[config.mk]
export PLATFORM = sky130hd
export DESIGN_NAME = pc_unit
export DESIGN_NICKNAME = d
export VERILOG_FILES = /design/src/rtl/pc_unit.sv
export SDC_FILE = /design/constraint.sdc
export NUM_CORES = 1
export LEC_CHECK = 0
export CAP_MARGIN = 25
export CORE_MARGIN = 4
export CORE_UTILIZATION = 45
export CTS_CLUSTER_SIZE = 30
export DETAILED_ROUTE_END_ITERATION = 8
export DONT_BUFFER_PORTS = 1
export GPL_TIMING_DRIVEN = 0
export PLACE_DENSITY_LB_ADDON = 0.15
export SETUP_SLACK_MARGIN = 0.3
export SYNTH_ARGS = -nofsm -noshare
export SYNTH_HDL_FRONTEND = slang
export SYNTH_SLANG_ARGS = --single-unit
[constraint.sdc]
create_clock -name clk -period 4.2 [get_ports clk]
set_clock_uncertainty 0.2 [all_clocks]
set_input_delay 0.84 -clock clk [delete_from_list [all_inputs] [get_ports clk]]
set_output_delay 0.84 -clock clk [all_outputs]
set_load 0.02 [all_outputs]
[src/rtl/pc_unit.sv]
// Program counter with stall, jump-register and exception redirect, and a
// circular return-address stack for call/return prediction.
module pc_unit #(
  parameter int unsigned       ADDR_W    = 32,
  parameter logic [ADDR_W-1:0] RESET_VEC = {ADDR_W{1'b0}},
  parameter logic [ADDR_W-1:0] EXC_VEC   = ADDR_W'(32'h0000_0080),
  parameter int unsigned       RAS_DEPTH = 4
) (
  input  logic              clk,
  input  logic              rst_n,
  input  logic              stall,
  input  logic              branch_sig,
  input  logic [15:0]       branch_in,
  input  logic              jump_sig,
  input  logic [25:0]       jump_in,
  input  logic              jr_sig,
  input  logic [ADDR_W-1:0] jr_in,
  input  logic              call_sig,
  input  logic              ret_sig,
  input  logic              exc_sig,
  output logic [ADDR_W-1:0] out,
  output logic [ADDR_W-1:0] link_out,
  output logic              ras_empty,
  output logic              ras_full
);

  localparam int unsigned      PTR_W   = $clog2(RAS_DEPTH);
  localparam int unsigned      CNT_W   = PTR_W + 1;
  localparam logic [CNT_W-1:0] DEPTH_C = CNT_W'(RAS_DEPTH);

  typedef enum logic [2:0] {
    SRC_EXC   = 3'd0,
    SRC_STALL = 3'd1,
    SRC_RET   = 3'd2,
    SRC_JR    = 3'd3,
    SRC_BR    = 3'd4,
    SRC_JMP   = 3'd5,
    SRC_SEQ   = 3'd6
  } src_e;

  logic [ADDR_W-1:0] pc_r;
  logic [ADDR_W-1:0] pc4_s;
  logic [ADDR_W-1:0] sext_s;
  logic [ADDR_W-1:0] next_pc_s;
  logic [ADDR_W-1:0] ras_r [RAS_DEPTH];
  logic [PTR_W-1:0]  ptr_r;
  logic [PTR_W-1:0]  top_s;
  logic [CNT_W-1:0]  cnt_r;
  logic [CNT_W-1:0]  cnt_next_s;
  logic              ras_empty_r;
  logic              ras_full_r;
  logic              push_s;
  logic              pop_s;
  src_e              src_s;

  // ptr_r names the next free slot; the top of stack sits one below it.
  assign pc4_s     = pc_r + ADDR_W'(32'd4);
  assign sext_s    = {{(ADDR_W-16){branch_in[15]}}, branch_in};
  assign top_s     = ptr_r - PTR_W'(1'b1);
  assign out       = pc_r;
  assign link_out  = pc_r + ADDR_W'(32'd8);
  assign ras_empty = ras_empty_r;
  assign ras_full  = ras_full_r;

  // Pick the single next-PC source by fixed priority.
  always_comb begin
    src_s = SRC_SEQ;
    if (exc_sig) begin
      src_s = SRC_EXC;
    end else if (stall) begin
      src_s = SRC_STALL;
    end else if (ret_sig) begin
      src_s = SRC_RET;
    end else if (jr_sig) begin
      src_s = SRC_JR;
    end else if (branch_sig) begin
      src_s = SRC_BR;
    end else if (jump_sig) begin
      src_s = SRC_JMP;
    end else begin
      src_s = SRC_SEQ;
    end
  end

  // Next PC and RAS push/pop for the selected source.
  always_comb begin
    next_pc_s = pc4_s;
    push_s    = 1'b0;
    pop_s     = 1'b0;
    case (src_s)
      SRC_EXC:   next_pc_s = EXC_VEC;
      SRC_STALL: next_pc_s = pc_r;
      SRC_RET: begin
        if (cnt_r != {CNT_W{1'b0}}) begin
          next_pc_s = ras_r[top_s];
          pop_s     = 1'b1;
        end else begin
          next_pc_s = jr_in;
        end
      end
      SRC_JR: begin
        next_pc_s = {jr_in[ADDR_W-1:2], 2'b00};
        push_s    = call_sig;
      end
      SRC_BR:    next_pc_s = pc4_s + {sext_s[ADDR_W-3:0], 2'b00};
      SRC_JMP: begin
        next_pc_s = {pc4_s[ADDR_W-1:28], jump_in, 2'b00};
        push_s    = call_sig;
      end
      SRC_SEQ:   next_pc_s = pc4_s;
      default:   next_pc_s = EXC_VEC;
    endcase
  end

  // Occupancy update; a push into a full stack keeps the count saturated.
  always_comb begin
    cnt_next_s = cnt_r;
    if (pop_s) begin
      cnt_next_s = cnt_r - CNT_W'(1'b1);
    end else if (push_s && (cnt_r != DEPTH_C)) begin
      cnt_next_s = cnt_r + CNT_W'(1'b1);
    end else begin
      cnt_next_s = cnt_r;
    end
  end

  // PC, stack pointer, count and status flags.
  always_ff @(posedge clk or negedge rst_n) begin
    if (!rst_n) begin
      pc_r        <= RESET_VEC;
      ptr_r       <= {PTR_W{1'b0}};
      cnt_r       <= {CNT_W{1'b0}};
      ras_empty_r <= 1'b1;
      ras_full_r  <= 1'b0;
    end else begin
      pc_r        <= next_pc_s;
      cnt_r       <= cnt_next_s;
      ras_empty_r <= (cnt_next_s == {CNT_W{1'b0}});
      ras_full_r  <= (cnt_next_s == DEPTH_C);
      if (push_s) begin
        ptr_r <= ptr_r + PTR_W'(1'b1);
      end else if (pop_s) begin
        ptr_r <= top_s;
      end else begin
        ptr_r <= ptr_r;
      end
    end
  end

  // Stack storage; contents are meaningless until pushed, so no reset.
  always_ff @(posedge clk) begin
    if (push_s) begin
      ras_r[ptr_r] <= link_out;
    end
  end

endmodule

Word level (Yosys, flattened, before mapping)
Memory sizes are Yosys's and may differ from the RTL's.
Index checks and enable logic that the tools add are counted.
- equal/unequal tests: 8
- reduce and logical (&&, ||, !) cells: 5
- mux-type cells: 17
- add/sub/neg operators: 7
- operators by type and width (operator ; count):
    32-bit case mux with 6 select lines ; 1
    32-bit by 3-bit adder with 32-bit output, second input constant ; 1
    32-bit adder ; 1
    32-bit by 4-bit adder with 32-bit output, second input constant ; 1
    32-bit two-way mux ; 1
    3-bit two-way mux ; 6
    3-bit equality test, second input constant ; 4
    2-bit two-way mux ; 4
    3-bit by 2-bit equality test with 1-bit output, second input constant ; 2
    1-bit two-way mux ; 5
    3-bit by 1-bit adder with 3-bit output, second input constant ; 1
    3-bit by 1-bit equality test with 1-bit output, second input constant ; 1
    3-bit logical NOT ; 1
    3-bit inequality test, second input constant ; 1
    3-bit nonzero test ; 1
    3-bit by 1-bit subtractor with 3-bit output, second input constant ; 1
    2-bit by 1-bit adder with 2-bit output, second input constant ; 1
    2-bit nonzero test ; 1
    2-bit OR reduction ; 1
    2-bit by 1-bit subtractor with 2-bit output, second input constant ; 1
    1-bit logical AND ; 1
- output and inout port bits: 66
- bits in registers: 39
- memory bits (writable): 128
- memories kept: 1
- input port bits: 83
- word-level logic and storage cells: 43
- memory list (name ; words ; bits a word ; read ports ; clocked after memory_dff ; wr ports ; RTL line ; source):
    ras_r ; 4 ; 32 ; 1 ; 0 ; 1 ; 45 ; logic [ADDR_W-1:0] ras_r [RAS_DEPTH];

Depth between registers and ports, before layout
Gate-level depths: netlist of the first run.
- word-level depth: 13
- depth in mapped cells: 16
- gate-level depth less buffers: 14

Least setup slack after synthesis of the first run
Ideal clock, no wire load.
- path kind: reg-to-reg
- start point: register pc_r[2], in the netlist out[2]
- end point: register pc_r[31], in the netlist out[31]
- library setup time: 0.130 ns
- arrival: 3.570 ns
- buffers on the path: 1
- clock period less this slack: 3.899 ns
- stages on the path, launching flop included: 16
- data required time: 3.870 ns
- path slack: 0.301 ns
- cells stage by stage: dfrtp_1 ha_1 nand3_1 or2_2 nor4_1 nand2_1 xnor2_1 ha_1 clkbuf_1 a21o_1 a31oi_1 o221ai_1 o221a_2 nor3_1 xnor2_1 o21ai_1
- longest elaborated chain between the ends: 3
- RTL lines (what ; RTL line ; source):
    start, declared ; 41 ; logic [ADDR_W-1:0] pc_r;
    start signal, assigned ; 136 ; pc_r <= next_pc_s;
    32-bit by 3-bit adder with 32-bit output (*) ; 57 ; assign pc4_s = pc_r + ADDR_W'(32'd4);
    32-bit adder ; 105 ; SRC_BR: next_pc_s = pc4_s + {sext_s[ADDR_W-3:0], 2'b00};
    32-bit case mux with 6 select lines (*) ; 90 ; case (src_s)
Mark *: on every way between the ends. The rest lies on a longest branch, timed or not.
A chain may end at the register's enable or synchronous reset.

Final worst setup path of the first run
Ends and elaborated chain as after synthesis.

==> results of run 1 <==
==> worst paths after layout <==
path	from	endpoint	cells after the start
hold / removal	rst_n	ras_full	1
min in group clk	jr_in[4]	out[4]	2
setup / recovery	out[2]	out[31]	16
max in group asynchronous	rst_n	out[13]	1
hold reg to reg	cnt_r[1]	cnt_r[1]	2
setup reg to reg	out[2]	out[31]	16
==> logic make-up (layout without fill, tap and decap cells) <==
kind of cell / Yosys count / in the layout / share of synthesized area (%)
AND/OR/NAND/NOR: 239 / 239 / 11.9
multiplexers: 49 / 49 / 9.08
XOR/XNOR: 80 / 80 / 7.16
AO/OA/AOI/OAI: 199 / 199 / 13.7
flip-flops: 167 / 167 / 48.7
buffers and inverters: 70 / 133 / 4.02
adder cells (fa/ha/maj): 42 / 42 / 5.39
other: 0 / 2 / 0
==> what timing repair did <==
item                                   CTS  global route
endpoints found under the hold margin   38             0
pin swaps                               17            30
setup endpoints to repair               43            30
resized for setup                       79            75
setup buffers                           15            12
hold buffers                             1             0
==> where the power goes <==
part | switching (uW) | total [uW] | internal, uW
registers | 277 | 2250 | 1980
clock network | 722 | 1710 | 984
logic | 1550 | 2670 | 1120
total | 2550 | 6630 | 4080
==> metal layers <==
metal | wire length, um | global-route usage (%) | part of all wire (%) | vias up
li1 | - | - | - | 3357
met5 | 31 | 0 | 0.098 | -
met3 | 2550 | 6.69 | 8.0 | 58
met2 | 14500 | 38.6 | 46 | 293
met1 | 13600 | 34.9 | 43 | 3773
met4 | 1050 | 9.96 | 3.3 | 4
==> final cells by class <==
cell class	count	area share, %
inverter	14	0.445
multi-input combinational	609	44.7
tap	275	2.91
sequential	167	40.9
antenna	2	0.0424
clock buffer	18	3.72
buffer	56	3.27
timing repair buffer	31	2.26
clock inverter	14	1.75
==> registers in the layout (all words and copies together), names as in the netlist <==
signal,count
cnt_r,3
ras_empty,1
ptr_r,2
out,32
ras_full,1
ras_r,128
==> cells in the final DEF, fill, tap and decap left out, types with 6 or more instances in the layout <==
master,count
buf_6,6
nand3_1,28
nor3_1,6
xnor2_1,35
mux2i_1,11
buf_4,34
clkbuf_8,8
xnor2_4,7
ha_1,36
a222oi_1,8
nor2b_1,6
xor2_1,18
dfrtp_1,27
nand2_1,77
o21a_1,6
edfxtp_1,128
nand4_1,18
a21oi_1,42
nor2_1,44
a221oi_1,12
dfrtp_2,11
o211ai_1,7
a31oi_1,7
inv_1,14
o21ai_1,8
mux4_2,32
clkbuf_2,9
clkbuf_1,19
a21o_1,17
o21ai_0,28
clkbuf_16,17
a21oi_2,6
nand2b_1,7
xnor2_2,18
==> critical path: cells and delay by family (launching register included) <==
family	cells	cell delay (ps)
AOI/OAI and AO/OA	5	980
xor gates and xnor gates	2	400
and+or+nand+nor	5	860
adders and majority gates	2	490
buffers and inverters	2	370
DFF	1	570
==> stage by stage <==
stage | worst slack, ps | instances | setup TNS (ps)
floorplan | 301 | 846 | 0
CTS | 124 | 1170 | 0
global placement | -901 | 1121 | -28250
finish | 184 | 1186 | 0
detailed placement | -895 | 1122 | -12770
global route | 63.0 | 1186 | 0
==> results.ini, run 1 <==
[drt]
routed_wl_um=31700
vias_per_cell=6.31
ant_nets=0
drc_errors=0
routedWlPerCell_um=26.7
drtIter0Drc=746
vias=7485
dr.pass1.iters=6

[cts]
insertion_delay_ps=440
cts_buffer_depth=2
cts_tree=built
ctsHtreeMaxLevel=4
cts_sinks=167
numCtsBuffers=17
clk_pin_slew_ps=70
cts_root_buf=clkbuf_16

[timing]
min_period_over_period_pct=95.6
timing.final.max_slew_violations=0
hold_ws_ps=38.5
slew_headroom_pct=29.0
finalSetupViolCount=0
rsz0062_at_grt=true
max_freq_mhz=249
final_hold_viol_count=0
tightest_slew_ps=1060
min_period_ps=4020

[place]
placed_area_mm2=0.0102
portBuffers=0
hpwl_um=23700
place.gp.congestion=0.950

[final_layout]
fillCellCount=1730
drive_gt1_share_pct=25.9
regArea_mm2=0.00483
multi_input_comb_area_mm2=0.00528
fin_util_pct=55.5
nNetsFinal=1021
syn2layout_area_growth_pct=19.4
fin_area_mm2=0.0118

[global_routing]
antenna_found_initial=4
grt_max_degree=39
gr-total-overflow=0
grt_pass1_vias=7287
grt_usage_pct=25.4
grt_pass1_wl_um=46000

[worst_setup_path]
cpMaxStageDelayCell=dfrtp_2
critPathKind=reg2reg
crit_fanout=8
worstPathArrival_ps=4110
critPathMaxStageDelay_ps=570
cp-end-kind=flip-flop
worstPathRequired_ps=4300
crit_chain=ha_4, nand3_4, or2_4, nor4_4, buf_4, nand2_1, xnor2_2, ha_1, clkbuf_2, a21o_1, a31oi_1, o221ai_1, o221a_2, nor3_2, xnor2_1, o21ai_1
r2r_slack_ps=180
critPathLaunchType=flip-flop

[synthesis]
synth_top_cell_by_area=edfxtp_1
postSynthAreaPerCell_um2=11.7
ys_top_cells_by_area=edfxtp_1 (39%), dfrtp_1 (9.6%), mux4_2 (7.3%), xnor2_1 (5.2%), ha_1 (5.2%)
synth_top_area_share_pct=38.9
synth_seq_cells=167
netlist_top_cells_count=edfxtp_1 (128), nand2_1 (81), xnor2_1 (59)
synth_edf_count=128
synthFlopType=edfxtp_1
synthCells=846
ys_seq_area_share_pct=48.7
async_reset_ff_share_pct=23.4
ys_warn_count=0
synthMostInstantiatedCell=edfxtp_1
yosysUniqueCellTypes=71
syn_area_mm2=0.00989
syn_nets=971

[floorplanning]
fp.coreArea_mm2=0.0213
dieArea_mm2=0.0244
die_y_um=156
io_pins=149
rows=53
start_util_pct=46.5
die_w_um=156

[power]
powerDensity_mw_per_mm2=561
finalPower_uw=6630
vdd_drop_max_uv=311
p_leak_uw=0.00454

[job]
drv_cap=0

[hold_path]
hp-class=in2async

[outcome]
outcome=complete, no violations

(Power assumes the default switching activity.)
==> run 2: changes to the inputs <==
--- a/config.mk
+++ b/config.mk
@@ -7,7 +7,7 @@
 export LEC_CHECK = 0
 export CAP_MARGIN = 25
 export CORE_MARGIN = 4
-export CORE_UTILIZATION = 45
+export CORE_UTILIZATION = 29
 export CTS_CLUSTER_SIZE = 30
 export DETAILED_ROUTE_END_ITERATION = 8
 export DONT_BUFFER_PORTS = 1
==> run 2 against run 1 <==
Critical path depth is the same. Utilization down 18 points. Via count rose by 1.2%. Sequential power barely moved. Sequential share of layout area fell by 2.8 points.
==> results.ini, run 2 (synthesis results as in run 1) <==
[cts]
clk_pin_slew_ps=70  ; about the same
cts_sinks=167  ; unchanged
cts_root_buf=clkbuf_16
insertion_delay_ps=440  ; about the same
cts_tree=built
numCtsBuffers=17  ; unchanged
ctsHtreeMaxLevel=4  ; unchanged
cts_buffer_depth=2  ; unchanged

[timing]
hold_ws_ps=39.5  ; +1.02 ps
min_period_ps=4070  ; +55.7 ps
max_freq_mhz=246  ; -1.4%
finalSetupViolCount=0  ; unchanged
rsz0062_at_grt=true
slew_headroom_pct=36.7  ; +7.8 points
final_hold_viol_count=0  ; unchanged
min_period_over_period_pct=97.0  ; +1.3 points
timing.final.max_slew_violations=0  ; unchanged
finalWorstSetupSlack_ps=128  ; -55.7 ps
tightest_slew_ps=943  ; -116 ps

[worst_setup_path]
rr_endpoint=out[28]
crit-reg2reg-launch=out[10]
cp-end-kind=flip-flop
reg2regPathDepth=16  ; unchanged
crit_start=out[10]
r2r_slack_ps=130  ; -60 ps
critPathKind=reg2reg
critPathLaunchType=flip-flop
worstPathArrival_ps=4170  ; +60 ps
worstPathRequired_ps=4290  ; about the same
crit_fanout=3  ; -5

[place]
hpwl_um=26600  ; +12%
post-place-ws_ps=-814  ; +80.9 ps
dp.cells=1299  ; +16%
place.gp.congestion=0.832  ; -12%
placed_area_mm2=0.0105  ; +2.9%
portBuffers=0  ; unchanged

[global_routing]
grt_pass1_wl_um=50400  ; +9.5%
grt_usage_pct=18.7  ; -6.7 points
gr-total-overflow=0  ; unchanged
antenna_found_initial=7  ; +3
grt_max_degree=39  ; unchanged
grt_pass1_vias=7302  ; +0.21%

[final_layout]
regMostFlops=ras_r
syn2layout_area_growth_pct=28.4
largest_reg_flops=128  ; unchanged
fillCellCount=3227  ; +87%
layout_common_cells=edfxtp_1 (128), nand2_1 (74), buf_4 (66), nor2_1 (42)
mostFrequentLayoutCell=edfxtp_1
fin_area_mm2=0.0127  ; +7.5%
drive_gt1_share_pct=31.3  ; +5.4 points
regArea_mm2=0.00484  ; about the same
final_cell_count_no_fill=1402  ; +18%
multi_input_comb_area_mm2=0.00551  ; +4.4%
nNetsFinal=1062  ; +4.0%

[power]
p_leak_uw=0.00485  ; +6.9%
finalPower_uw=6890  ; +3.9%
vdd_drop_max_uv=213  ; -32%
powerDensity_mw_per_mm2=542  ; -3.4%

[floorplanning]
start_util_pct=29.4  ; -17 points
fp.coreArea_mm2=0.0336  ; +58%
dieArea_mm2=0.0371  ; +52%
rows=67  ; +26%
die_y_um=193  ; +23%
die_w_um=193  ; +23%
io_pins=149  ; unchanged

[drt]
vias_per_cell=5.40  ; -14%
routed_wl_um=35700  ; +13%
routedWlPerCell_um=25.4  ; -4.8%
ant_nets=0  ; unchanged
drc_errors=0  ; unchanged
vias=7573  ; +1.2%
drtIter0Drc=530  ; -29%
dr.pass1.iters=5  ; -1

[outcome]
outcome=complete, no violations

[hold_path]
hp-class=in2async

[job]
drv_cap=0  ; unchanged

-- run 2: cell count changes in the layout (fill, tap and decap cells not counted), sizes merged --
cell	before	now
buf	51	96
bufinv	3	5
clkbuf	54	48
clkdlybuf4s15	0	1
clkinv	4	6
clkinvlp	0	1
diode	2	4
inv	21	17
-- run 2: layout make-up --
cell class | count | share of cell area, %
Clock inverter | 15 | 1.76
Tap cell | 448 | 4.41
Timing Repair Buffer | 72 | 5.32
Inverter | 14 | 0.443
Sequential cell | 167 | 38.1
Antenna cell | 4 | 0.0788
Buffer | 56 | 3.16
Clock buffer | 17 | 3.35
Multi-Input combinational cell | 609 | 43.4
-- run 2: where the power goes --
part	total, uW	switching, uW	internal (uW)	leakage [uW]
logic	2900	1670	1230	0.00288
registers	2250	275	1980	0.00165
clock network	1740	678	1060	0.000318
-- run 2: worst max-delay path, stage by stage, from the launching register on --
cell	delay, ps
dfrtp_2	460
buf_6	140
nand4_4	100
or4_4	560
buf_6	140
buf_4	130
buf_6	120
or3_4	370
xnor2_4	220
ha_4	260
a21o_1	210
a21o_1	190
a21oi_4	180
a21oi_2	90
a211oi_2	260
xnor2_1	200
o21ai_1	100
-- run 2: how the worst max path moves through the flow --
stage | end | cells past startpoint | slack, ps
global placement | out[21] | 14 | -880
detailed placement | out[21] | 14 | -810
global route | out[28] | 16 | 10
finish | out[28] | 16 | 130
floorplan | out[31] | 15 | 300
CTS | link_out[28] | 7 | 120
-- run 2: timing repair --
action | 4_1_cts | 5_1_grt
hold buffers | 1 | 0
endpoints found under the hold margin | 38 | 0
setup endpoints to repair | 50 | 35
gates resized for setup | 111 | 101
setup buffers | 24 | 36
pin swaps | 20 | 60
cloned | 1 | 0
-- run 2: metrics by stage --
stage               TNS [ps]  utilization (%)
finish                     0             37.8
global route               0             37.8
global placement      -44960             31.1
floorplan                  0                -
detailed placement    -13390             31.4
CTS                        0             35.5
-- run 2: routing by layer --
metal | share of wire [%] | track usage (%)
met1 | 43 | 24.6
met3 | 6.9 | 5.14
met5 | 0.11 | 0
met2 | 48 | 30.4
met4 | 2.1 | 4.88
==> run 3: changes to the inputs <==
--- a/config.mk
+++ b/config.mk
@@ -7,7 +7,7 @@
 export LEC_CHECK = 0
 export CAP_MARGIN = 25
 export CORE_MARGIN = 4
-export CORE_UTILIZATION = 29
+export CORE_UTILIZATION = 38
 export CTS_CLUSTER_SIZE = 30
 export DETAILED_ROUTE_END_ITERATION = 8
 export DONT_BUFFER_PORTS = 1
==> run 3 against run 2 <==
Register-to-register slack better by 30 ps. Design area down 4.3%. Worst hold slack worse by 7.5 ps. Global-route usage up 3.6 points. Final cell count down 11%.
==> results.ini, run 3 (synthesis results as in run 1) <==
[outcome]
outcome=complete, no violations

[drt]
vias_per_cell=5.94  ; +9.9%
drc_errors=0  ; unchanged
routed_wl_um=32900  ; -7.7%
ant_nets=0  ; unchanged
drtIter0Drc=770  ; +45%
dr.pass1.iters=7  ; +2
routedWlPerCell_um=26.3  ; +3.2%
vias=7445  ; -1.7%

[cts]
insertion_delay_ps=450  ; about the same
numCtsBuffers=17  ; unchanged
ctsHtreeMaxLevel=4  ; unchanged
cts_tree=built
cts_sinks=167  ; unchanged
clk_pin_slew_ps=80  ; about the same
cts_buffer_depth=2  ; unchanged
cts_root_buf=clkbuf_16

[power]
vdd_drop_max_uv=235  ; +11%
finalPower_uw=6560  ; -4.7%
combPwrFrac_pct=41.7  ; -0.4 points
power.share.switching_pct=39.8  ; +1.8 points
powerDensity_mw_per_mm2=540  ; -0.44%
p_leak_uw=0.00463  ; -4.5%
pwr-share-clk_pct=24.1  ; -1.1 points
p_int_uw=3950  ; -7.4%
p_sw_uw=2610  ; -0.25%
p_seq_share_pct=34.2  ; +1.5 points

[floorplanning]
die_w_um=169  ; -12%
dieArea_mm2=0.0287  ; -23%
start_util_pct=38.9  ; +9.5 points
rows=58  ; -13%
fp.coreArea_mm2=0.0254  ; -24%
die_y_um=169  ; -12%
io_pins=149  ; unchanged

[worst_setup_path]
cpMaxStageDelayCell=dfrtp_2
critPathTopFamily=simple AND/OR/NAND/NOR gates
critPathMaxStageDelay_ps=550  ; about the same
cpMostUsedCell=nand4_1
r2r_slack_ps=160  ; +30 ps
reg2regPathDepth=17  ; +1
worstPathRequired_ps=4310  ; +20 ps
crit_buf_inv=3  ; -1
critPathLaunchType=flip-flop
crit_fanout=8  ; +5
cp_num_cells=17  ; +1
critPathKind=reg2reg
crit_chain=ha_4, nand3_2, or4_4, buf_6, nor3_4, buf_6, nand4_1, xnor2_2, ha_1, buf_4, nand4_1, nor3_2, nand4_1, a21oi_1, nor3_2, xnor2_1, o21ai_1
cp-end-kind=flip-flop
worstPathArrival_ps=4150  ; -20 ps

[global_routing]
grt_usage_pct=22.3  ; +3.6 points
grt_pass1_wl_um=47600  ; -5.6%
grt_pass1_vias=7236  ; -0.90%
gr-total-overflow=0  ; unchanged
grt_max_degree=39  ; unchanged
antenna_found_initial=3  ; -4

[final_layout]
multi_input_comb_area_mm2=0.00546  ; -0.82%
syn2layout_area_growth_pct=22.9
regArea_mm2=0.00484  ; about the same
fin_area_mm2=0.0122  ; -4.3%
drive_gt1_share_pct=29.3  ; -2.0 points
mostFrequentLayoutCell=edfxtp_1
regMostFlops=ras_r
nNetsFinal=1034  ; -2.6%
layout_common_cells=edfxtp_1 (128), nand2_1 (78), nor2_1 (44), buf_4 (43), a21oi_1 (39)
fillCellCount=2276  ; -29%
largest_reg_flops=128  ; unchanged
fin_util_pct=47.9  ; +10 points

[timing]
min_period_ps=4040  ; -33.1 ps
tightest_slew_ps=1150  ; +205 ps
final_hold_viol_count=0  ; unchanged
rsz0062_at_grt=true
max_freq_mhz=248  ; +0.82%
slew_headroom_pct=23.2  ; -13 points
hold_ws_ps=32.1  ; -7.45 ps
timing.final.max_slew_violations=0  ; unchanged
min_period_over_period_pct=96.2  ; -0.79 points
finalSetupViolCount=0  ; unchanged
finalSetupTns_ps=0  ; unchanged

[place]
hpwl_um=24100  ; -9.1%
place.gp.congestion=0.920  ; +11%
portBuffers=0  ; unchanged
placed_area_mm2=0.0103  ; -1.9%

[job]
drv_cap=0  ; unchanged

[hold_path]
hp-class=in2async

-- run 3: worst paths after layout --
kind                        endpoint  startpoint
setup reg to reg             out[31]      out[3]
max in group asynchronous    out[13]       rst_n
hold reg to reg             cnt_r[1]    cnt_r[1]
min in group clk              out[4]    jr_in[4]
hold / removal             ras_empty       rst_n
setup / recovery             out[31]      out[3]
-- run 3: power by group through the flow --
stage / clock network, uW / logic [uW] / registers [uW]
2_1_floorplan: 0 / 1740 / 2190
6_report: 1580 / 2740 / 2240
4_1_cts: 1610 / 2490 / 2230
3_5_place_dp: 0 / 2350 / 2250
5_1_grt: 1690 / 2950 / 2260
3_3_place_gp: 0 / 2340 / 2250
-- run 3: metal layers --
layer | global-route usage, % | part of all wire [%] | wire, um
met3 | 4.59 | 6.9 | 2290
met4 | 6.90 | 2.6 | 866
met1 | 31.0 | 43 | 14300
met5 | 0 | 0.039 | 13
met2 | 35.4 | 47 | 15500
-- run 3: area by class of cell --
type                       instances  share of cell area (%)
antenna                            2                  0.0412
buffer                            56                    3.27
clock buffer                      17                    3.50
clock inverter                    15                    1.39
inverter                          14                   0.432
multi-input combinational        609                    44.9
sequential                       167                    39.8
tap                              330                    3.40
timing repair buffer              44                    3.24
-- run 3: worst register-to-register path, stage by stage, from the launching register on --
cell	delay [ps]
dfrtp_2	550
ha_4	230
nand3_2	70
or4_4	540
buf_6	150
nor3_4	110
buf_6	150
nand4_1	150
xnor2_2	190
ha_1	300
buf_4	170
nand4_1	150
nor3_2	220
nand4_1	170
a21oi_1	270
nor3_2	90
xnor2_1	160
o21ai_1	70
-- run 3: per-stage QoR --
step                cells  setup slack (ps)
floorplan             846               301
global placement     1176              -789
detailed placement   1179              -774
CTS                  1223               188
global route         1254              29.9
finish               1254               161
-- run 3: repair_timing --
action,in CTS,in global routing
endpoints found under the hold margin,38,0
resized for setup,88,104
setup endpoints to repair,48,36
gates cloned,0,1
hold buffers,1,0
buffers inserted,11,26
pin swaps,13,46
